==> config.mk <==
export PLATFORM = sky130hd
export DESIGN_NAME = id_stage_pipe
export DESIGN_NICKNAME = d
export VERILOG_FILES = /design/src/rtl/id_stage_pipe.sv
export SDC_FILE = /design/constraint.sdc
export NUM_CORES = 1
export LEC_CHECK = 0
export CAP_MARGIN = 5
export CORE_MARGIN = 3
export CORE_UTILIZATION = 40
export DETAILED_ROUTE_END_ITERATION = 12
export PLACE_DENSITY_LB_ADDON = 0.12
export SKIP_LAST_GASP = 1
export SYNTH_ARGS = -nofsm -noshare
export SYNTH_HDL_FRONTEND = slang
export SYNTH_SLANG_ARGS = --single-unit
export TNS_END_PERCENT = 100
==> constraint.sdc <==
create_clock -name clk -period 8.96 [get_ports clk]
set_input_delay 1.792 -clock clk [delete_from_list [all_inputs] [get_ports clk]]
set_output_delay 1.792 -clock clk [all_outputs]
set_load 0.03 [all_outputs]
==> src/rtl/id_stage_pipe.sv <==
// id_stage_pipe: MIPS instruction-decode stage with a registered ID/EX output.
// Decodes one instruction per cycle, reads the register file, resolves BEQ/BNE
// in ID and handles load-use / RAW hazards with a valid/stall/flush handshake.
// Optional feature macro ID_FORWARD_EN: when defined, operands are forwarded from
// EX/MEM and only load-use stalls; when undefined, any RAW hit on EX or MEM stalls.
module id_stage_pipe #(
  parameter int unsigned DATA_W   = 32,
  parameter int unsigned RADDR_W  = 5,
  parameter int unsigned ALUOP_W  = 8,
  parameter int unsigned ALUSEL_W = 3
) (
  input  logic                clk,
  input  logic                rst,
  input  logic                if_valid_i,
  input  logic [31:0]         if_pc_i,
  input  logic [31:0]         if_inst_i,
  output logic                id_ready_o,
  output logic [RADDR_W-1:0]  rf_raddr1_o,
  output logic [RADDR_W-1:0]  rf_raddr2_o,
  input  logic [DATA_W-1:0]   rf_rdata1_i,
  input  logic [DATA_W-1:0]   rf_rdata2_i,
  input  logic                ex_wreg_i,
  input  logic [RADDR_W-1:0]  ex_wd_i,
  input  logic [DATA_W-1:0]   ex_wdata_i,
  input  logic                ex_is_load_i,
  input  logic                mem_wreg_i,
  input  logic [RADDR_W-1:0]  mem_wd_i,
  input  logic [DATA_W-1:0]   mem_wdata_i,
  input  logic                ex_stall_i,
  input  logic                flush_i,
  output logic                br_taken_o,
  output logic [31:0]         br_target_o,
  output logic                ex_valid_o,
  output logic [31:0]         ex_pc_o,
  output logic [ALUSEL_W-1:0] ex_alusel_o,
  output logic [ALUOP_W-1:0]  ex_aluop_o,
  output logic [DATA_W-1:0]   ex_reg1_o,
  output logic [DATA_W-1:0]   ex_reg2_o,
  output logic [RADDR_W-1:0]  ex_wd_o,
  output logic                ex_wreg_o,
  output logic [DATA_W-1:0]   ex_store_o
);

  localparam logic [2:0] SelNop = 3'd0, SelLogic = 3'd1, SelShift = 3'd2, SelArith = 3'd3,
                         SelMem = 3'd4;
  localparam logic [7:0] OpAnd = 8'h24, OpOr = 8'h25, OpXor = 8'h26, OpAddu = 8'h21,
                         OpSlt = 8'h2A, OpLui = 8'h0F, OpLw = 8'hA3, OpSw = 8'hAB;

  logic [5:0]          opcode, funct;
  logic [4:0]          rs, rt, rd, sa;
  logic [15:0]         imm;
  logic [RADDR_W-1:0]  rs_a, rt_a;
  logic [DATA_W-1:0]   imm_sext, imm_zext, imm_lui, sa_zext;
  logic [DATA_W-1:0]   rs_val, rt_val;
  logic [ALUSEL_W-1:0] d_alusel;
  logic [ALUOP_W-1:0]  d_aluop;
  logic [DATA_W-1:0]   d_reg1, d_reg2, d_store;
  logic [RADDR_W-1:0]  d_wd;
  logic                d_wreg, use_rs, use_rt, is_beq, is_bne;
  logic                rs_ex_hit, rt_ex_hit, rs_mem_hit, rt_mem_hit, hazard, br_cond;

  assign opcode   = if_inst_i[31:26];
  assign rs       = if_inst_i[25:21];
  assign rt       = if_inst_i[20:16];
  assign rd       = if_inst_i[15:11];
  assign sa       = if_inst_i[10:6];
  assign funct    = if_inst_i[5:0];
  assign imm      = if_inst_i[15:0];
  assign rs_a     = RADDR_W'(rs);
  assign rt_a     = RADDR_W'(rt);
  assign imm_sext = DATA_W'($signed(imm));
  assign imm_zext = DATA_W'(imm);
  assign imm_lui  = DATA_W'({imm, 16'h0000});
  assign sa_zext  = DATA_W'(sa);

  assign rf_raddr1_o = rs_a;
  assign rf_raddr2_o = rt_a;

  // Operand fetch: r0 is hard zero; with forwarding EX beats MEM beats RF.
  always_comb begin
    rs_val = rf_rdata1_i;
    rt_val = rf_rdata2_i;
`ifdef ID_FORWARD_EN
    if (mem_wreg_i && (mem_wd_i == rs_a)) rs_val = mem_wdata_i;
    if (mem_wreg_i && (mem_wd_i == rt_a)) rt_val = mem_wdata_i;
    if (ex_wreg_i && (ex_wd_i == rs_a))   rs_val = ex_wdata_i;
    if (ex_wreg_i && (ex_wd_i == rt_a))   rt_val = ex_wdata_i;
`endif
    if (rs_a == '0) rs_val = '0;
    if (rt_a == '0) rt_val = '0;
  end

  // Instruction decode; anything unrecognised falls through as an all-zero NOP.
  always_comb begin
    d_alusel = '0;
    d_aluop  = '0;
    d_reg1   = '0;
    d_reg2   = '0;
    d_store  = '0;
    d_wd     = '0;
    d_wreg   = 1'b0;
    use_rs   = 1'b0;
    use_rt   = 1'b0;
    is_beq   = 1'b0;
    is_bne   = 1'b0;
    case (opcode)
      6'h00: begin
        case (funct)
          6'h24, 6'h25, 6'h26, 6'h27, 6'h21, 6'h23, 6'h2A: begin
            d_alusel = (funct[5:2] == 4'b1001) ? ALUSEL_W'(SelLogic) : ALUSEL_W'(SelArith);
            d_aluop  = ALUOP_W'(funct);
            d_reg1   = rs_val;
            d_reg2   = rt_val;
            d_wd     = RADDR_W'(rd);
            d_wreg   = 1'b1;
            use_rs   = 1'b1;
            use_rt   = 1'b1;
          end
          6'h00, 6'h02, 6'h03: begin
            d_alusel = ALUSEL_W'(SelShift);
            d_aluop  = ALUOP_W'(funct);
            d_reg1   = sa_zext;
            d_reg2   = rt_val;
            d_wd     = RADDR_W'(rd);
            d_wreg   = 1'b1;
            use_rt   = 1'b1;
          end
          default: ;
        endcase
      end
      6'h0C, 6'h0D, 6'h0E: begin
        d_alusel = ALUSEL_W'(SelLogic);
        d_aluop  = (opcode == 6'h0C) ? ALUOP_W'(OpAnd) :
                   (opcode == 6'h0D) ? ALUOP_W'(OpOr) : ALUOP_W'(OpXor);
        d_reg1   = rs_val;
        d_reg2   = imm_zext;
        d_wd     = rt_a;
        d_wreg   = 1'b1;
        use_rs   = 1'b1;
      end
      6'h09, 6'h0A: begin
        d_alusel = ALUSEL_W'(SelArith);
        d_aluop  = (opcode == 6'h09) ? ALUOP_W'(OpAddu) : ALUOP_W'(OpSlt);
        d_reg1   = rs_val;
        d_reg2   = imm_sext;
        d_wd     = rt_a;
        d_wreg   = 1'b1;
        use_rs   = 1'b1;
      end
      6'h0F: begin
        d_alusel = ALUSEL_W'(SelLogic);
        d_aluop  = ALUOP_W'(OpLui);
        d_reg2   = imm_lui;
        d_wd     = rt_a;
        d_wreg   = 1'b1;
      end
      6'h23: begin
        d_alusel = ALUSEL_W'(SelMem);
        d_aluop  = ALUOP_W'(OpLw);
        d_reg1   = rs_val;
        d_reg2   = imm_sext;
        d_wd     = rt_a;
        d_wreg   = 1'b1;
        use_rs   = 1'b1;
      end
      6'h2B: begin
        d_alusel = ALUSEL_W'(SelMem);
        d_aluop  = ALUOP_W'(OpSw);
        d_reg1   = rs_val;
        d_reg2   = imm_sext;
        d_store  = rt_val;
        use_rs   = 1'b1;
        use_rt   = 1'b1;
      end
      6'h04, 6'h05: begin
        is_beq = (opcode == 6'h04);
        is_bne = (opcode == 6'h05);
        use_rs = 1'b1;
        use_rt = 1'b1;
      end
      default: d_alusel = ALUSEL_W'(SelNop);
    endcase
  end

  assign rs_ex_hit  = use_rs && (rs_a != '0) && ex_wreg_i && (ex_wd_i == rs_a);
  assign rt_ex_hit  = use_rt && (rt_a != '0) && ex_wreg_i && (ex_wd_i == rt_a);
  assign rs_mem_hit = use_rs && (rs_a != '0) && mem_wreg_i && (mem_wd_i == rs_a);
  assign rt_mem_hit = use_rt && (rt_a != '0) && mem_wreg_i && (mem_wd_i == rt_a);

`ifdef ID_FORWARD_EN
  // Only a load in EX has no data yet; everything else is forwarded.
  assign hazard = ex_is_load_i && (rs_ex_hit || rt_ex_hit);
`else
  // Without forwarding wait until the writer has left MEM and reached the RF.
  assign hazard = rs_ex_hit || rt_ex_hit || rs_mem_hit || rt_mem_hit;
  logic unused_fwd;
  assign unused_fwd = ^{ex_wdata_i, mem_wdata_i, ex_is_load_i};
`endif

  assign id_ready_o  = !ex_stall_i && !hazard;
  assign br_cond     = (is_beq && (rs_val == rt_val)) || (is_bne && (rs_val != rt_val));
  assign br_taken_o  = !rst && if_valid_i && id_ready_o && br_cond;
  assign br_target_o = if_pc_i + 32'd4 + {{14{imm[15]}}, imm, 2'b00};

  // ID/EX register: flush beats stall beats hazard bubble beats load.
  always_ff @(posedge clk or posedge rst) begin
    if (rst) begin
      ex_valid_o  <= 1'b0;
      ex_pc_o     <= '0;
      ex_alusel_o <= '0;
      ex_aluop_o  <= '0;
      ex_reg1_o   <= '0;
      ex_reg2_o   <= '0;
      ex_wd_o     <= '0;
      ex_wreg_o   <= 1'b0;
      ex_store_o  <= '0;
    end else if (flush_i) begin
      ex_valid_o <= 1'b0;
    end else if (ex_stall_i) begin
      ex_valid_o <= ex_valid_o;
    end else if (hazard) begin
      ex_valid_o <= 1'b0;
    end else begin
      ex_valid_o  <= if_valid_i;
      ex_pc_o     <= if_pc_i;
      ex_alusel_o <= d_alusel;
      ex_aluop_o  <= d_aluop;
      ex_reg1_o   <= d_reg1;
      ex_reg2_o   <= d_reg2;
      ex_wd_o     <= d_wd;
      ex_wreg_o   <= d_wreg;
      ex_store_o  <= d_store;
    end
  end

endmodule

==> results of run 1 <==
-- cells by family (layout without fill, tap and decap cells) --
family / Yosys count / count (layout) / synth area share (%)
AO/OA/AOI/OAI: 326 / 326 / 22.8
XOR/XNOR: 60 / 60 / 5.66
adder cells (fa/ha/maj): 58 / 58 / 7.90
buffers and inverters: 89 / 389 / 4.96
flip-flops: 145 / 145 / 39.1
multiplexers: 31 / 31 / 3.76
other: 1 / 1 / 0.0404
AND/OR/NAND/NOR: 316 / 316 / 15.8
-- cell usage in the layout (no fill, tap or decap), drive strengths merged, types with 12 or more instances in the layout --
cell type / n
inv: 22
ha: 57
o21ai: 124
nand2: 183
xnor2: 33
mux2: 31
a221oi: 13
clkbuf: 18
o22ai: 29
dfrtp: 145
a22oi: 31
nor3: 13
a32oi: 12
a21oi: 38
xor2: 27
nor2: 40
a21o: 13
clkdlybuf4s50: 333
nand3: 15
-- cell type report --
| class | count | area, µm² |
|---|---|---|
| Multi-Input combinational cell | 792 | 5210 |
| Tap cell | 285 | 357 |
| Fill cell | 2054 | 9480 |
| Sequential cell | 145 | 3630 |
| Inverter | 14 | 57.6 |
| Timing Repair Buffer | 343 | 3420 |
| Clock inverter | 14 | 123 |
| Clock buffer | 18 | 429 |
-- worst min-delay path by stage --
stage	slack, ns	cells after the start	from	end
6_report	0.48	2	ex_store_o[17]	ex_store_o[17]
5_1_grt	0.50	1	ex_pc_o[22]	ex_pc_o[22]
4_1_cts	0.48	2	ex_store_o[17]	ex_store_o[17]
2_1_floorplan	0.65	2	ex_reg1_o[29]	ex_reg1_o[29]
3_3_place_gp	0.46	1	ex_reg2_o[31]	ex_reg2_o[31]
3_5_place_dp	0.47	1	ex_reg2_o[17]	ex_reg2_o[17]
-- layer usage --
| metal | vias to the layer above | wire [µm] | GRT usage, % |
|---|---|---|---|
| met5 | - | 0 | 0 |
| met4 | 0 | 656 | 6.76 |
| met3 | 37 | 2690 | 6.31 |
| met2 | 396 | 15500 | 41.1 |
| met1 | 4249 | 14300 | 35.2 |
| li1 | 4304 | - | - |
-- registers in the layout (all words and copies together) (netlist names) --
signal and flops:
ex_reg1_o 32, ex_valid_o 1, ex_store_o 32, ex_wreg_o 1, ex_alusel_o 3, ex_aluop_o 7
ex_pc_o 32, ex_reg2_o 32, ex_wd_o 5
-- synthesized netlist by cell type, types with 12 or more instances --
cell type  instances  area share, %
nand2_1          183            7.4
dfrtp_1          145             39
o21ai_1           99            5.3
ha_1              57            7.7
nor2_1            39            1.6
a21oi_1           38            2.0
clkbuf_1          33            1.3
xnor2_1           33            3.1
a22oi_1           31            2.5
mux2_1            31            3.8
o22ai_1           28            1.9
buf_4             27            2.2
xor2_1            27            2.5
o21ai_0           25            1.3
nand3_1           15           0.81
buf_2             14           0.75
inv_1             14           0.57
a21o_1            13            1.1
a221oi_1          13            1.2
nor3_1            13           0.70
a32oi_1           12            1.1
-- power breakdown --
| group | total, mW | leakage, nW | switching (mW) | internal, mW |
|---|---|---|---|---|
| Clock | 0.680 | 0.264 | 0.316 | 0.365 |
| Sequential | 0.716 | 1.93 | 0.0208 | 0.695 |
| Combinational | 0.744 | 3.16 | 0.432 | 0.312 |
| Total | 2.14 | 5.35 | 0.769 | 1.37 |
-- per-stage QoR --
step / instance area (µm²) / power, mW
6_report: 13200 / 2.14
5_1_grt: 13200 / 2.24
4_1_cts: 13200 / 2.16
3_5_place_dp: 12700 / 1.47
3_3_place_gp: 12700 / 1.47
2_1_floorplan: 9280 / 1.15
-- worst max-delay path, delay by kind of cell --
kind / cells / cell delay, ns
and+or+nand+nor: 2 / 0.38
adders and majority gates: 3 / 0.99
AOI/OAI and AO/OA: 5 / 1.51
buffers and inverters: 2 / 1.40
==> impl_metrics.env, run 1 <==
export IMPL_slew_headroom_pct=27.7
export IMPL_async_flop_share_pct=100
export IMPL_synthToLayoutAreaGrowth_pct=42.5
export IMPL_cts_tree="done"
export IMPL_fin_crit_sh_pct=87.8
export IMPL_setup_tns_ns=0
export IMPL_pin_count=400
export IMPL_ys_flop_type="dfrtp_1"
export IMPL_worst_pin_slew_ns=1.09
export IMPL_end_kind="output pin"
export IMPL_htreeDepth=4
export IMPL_cts_hold_buffers=0
export IMPL_synth_cell_types=65
export IMPL_hold_ws_ns=0.480
export IMPL_cts_buffer_depth=2
export IMPL_crit_chain="clkdlybuf4s50_1, ha_1, ha_1, fa_1, a21o_1, a311oi_1, or3_1, a21oi_1, a311o_1, a211o_1, nand4_1, clkdlybuf4s50_1"
export IMPL_grt_start_max_net_pins=254
export IMPL_drv_cap=0
export IMPL_holdCritPathClass="reg -> reg"
export IMPL_status="finished, final reports clean"
export IMPL_period_minus_slack_ns=7.87
export IMPL_skew_ns=0
export IMPL_grt_pass1_vias=8690
export IMPL_finalNonFillerCells=1611
export IMPL_final_core_util_pct=58.2
export IMPL_clkTransAtPathRegs_ns=0.06
export IMPL_drtAntennaViolNets=0
export IMPL_synth_edf_count=0
export IMPL_synth_cell_area_um2=9280
export IMPL_gp_congestion=0.883
export IMPL_antenna_found_initial=0
export IMPL_synth_warnings=0
export IMPL_insertion_delay_ns=0.42
export IMPL_reg2reg_from="ex_pc_o[11]"
export IMPL_viasPerCell=5.58
export IMPL_core_area_um2=22700
export IMPL_cp_data_required_time_ns=7.17
export IMPL_cp_startpoint="if_inst_i[1]"
export IMPL_r2r_cells=1
export IMPL_grt_pass1_wl_um=49800
export IMPL_routed_wl_um=33100
export IMPL_cts_resized_gates=0
export IMPL_syn_avg_cell_area_um2=9.05
export IMPL_yosysSeqAreaShare_pct=39.1
export IMPL_setup_worst_path_end="br_target_o[29]"
export IMPL_reg2reg_setup_slack_ns=8.15
export IMPL_crit_path_max_incr_delay_ns=0.70
export IMPL_n_antenna_cell=0
export IMPL_r2r_end="ex_pc_o[11]"
export IMPL_first_pass_iters=7
export IMPL_crit_path_max_fanout=6
export IMPL_initial_core_util_pct=40.9
export IMPL_via_count=8986
export IMPL_slew_violations=0
export IMPL_dp_slack_ns=1.17
export IMPL_layout_drive_gt1_share_pct=4.30
export IMPL_fp_dieH_um=158
export IMPL_clkSinkCount=145
export IMPL_slowest_stage="clkdlybuf4s50_1"
export IMPL_setup_viol=0
export IMPL_dp_cells=1579
export IMPL_setup_ws_ns=1.09
export IMPL_max_freq_mhz=127
export IMPL_die_x_um=158
export IMPL_wl_per_cell_um=20.6
export IMPL_drt_iter0_drc=702
export IMPL_hold_viol=0
export IMPL_synth_seq_cells=145
export IMPL_post_dp_hpwl_um=25100
export IMPL_cts_setup_buffers=0
export IMPL_irDropWorstVdd_v=0.000116
export IMPL_path_class="in -> out"
export IMPL_numPortBuffers=333
export IMPL_rsz0062_at_grt="no"
export IMPL_crit_arrival_ns=6.07
export IMPL_num_rows=55
export IMPL_dieArea_um2=25100
export IMPL_cts_root_buffer="clkbuf_16"
export IMPL_cts_buffers=17
export IMPL_p_leak_nw=5.35
export IMPL_p_per_area_nw_per_um2=162
export IMPL_postSynthCellCount=1026
export IMPL_final_net_count=1581
export IMPL_syn_nets=1294
export IMPL_overflow=0
export IMPL_track_usage_pct=25.7
export IMPL_drc=0
export IMPL_worstSetupStartpointType="input pin"
(Power assumes the default switching activity.)
==> run 2: changes to the inputs <==
Settings changed: SETUP_SLACK_MARGIN set to 0.4.
==> results of run 2 <==
No change in the layout: final DEF, timing and power equal those of run 1.
==> run 3: changes to the inputs <==
Settings changed: ABC_AREA set to 0.
==> results of run 3 <==
No change in the layout: final DEF, timing and power equal those of run 1.
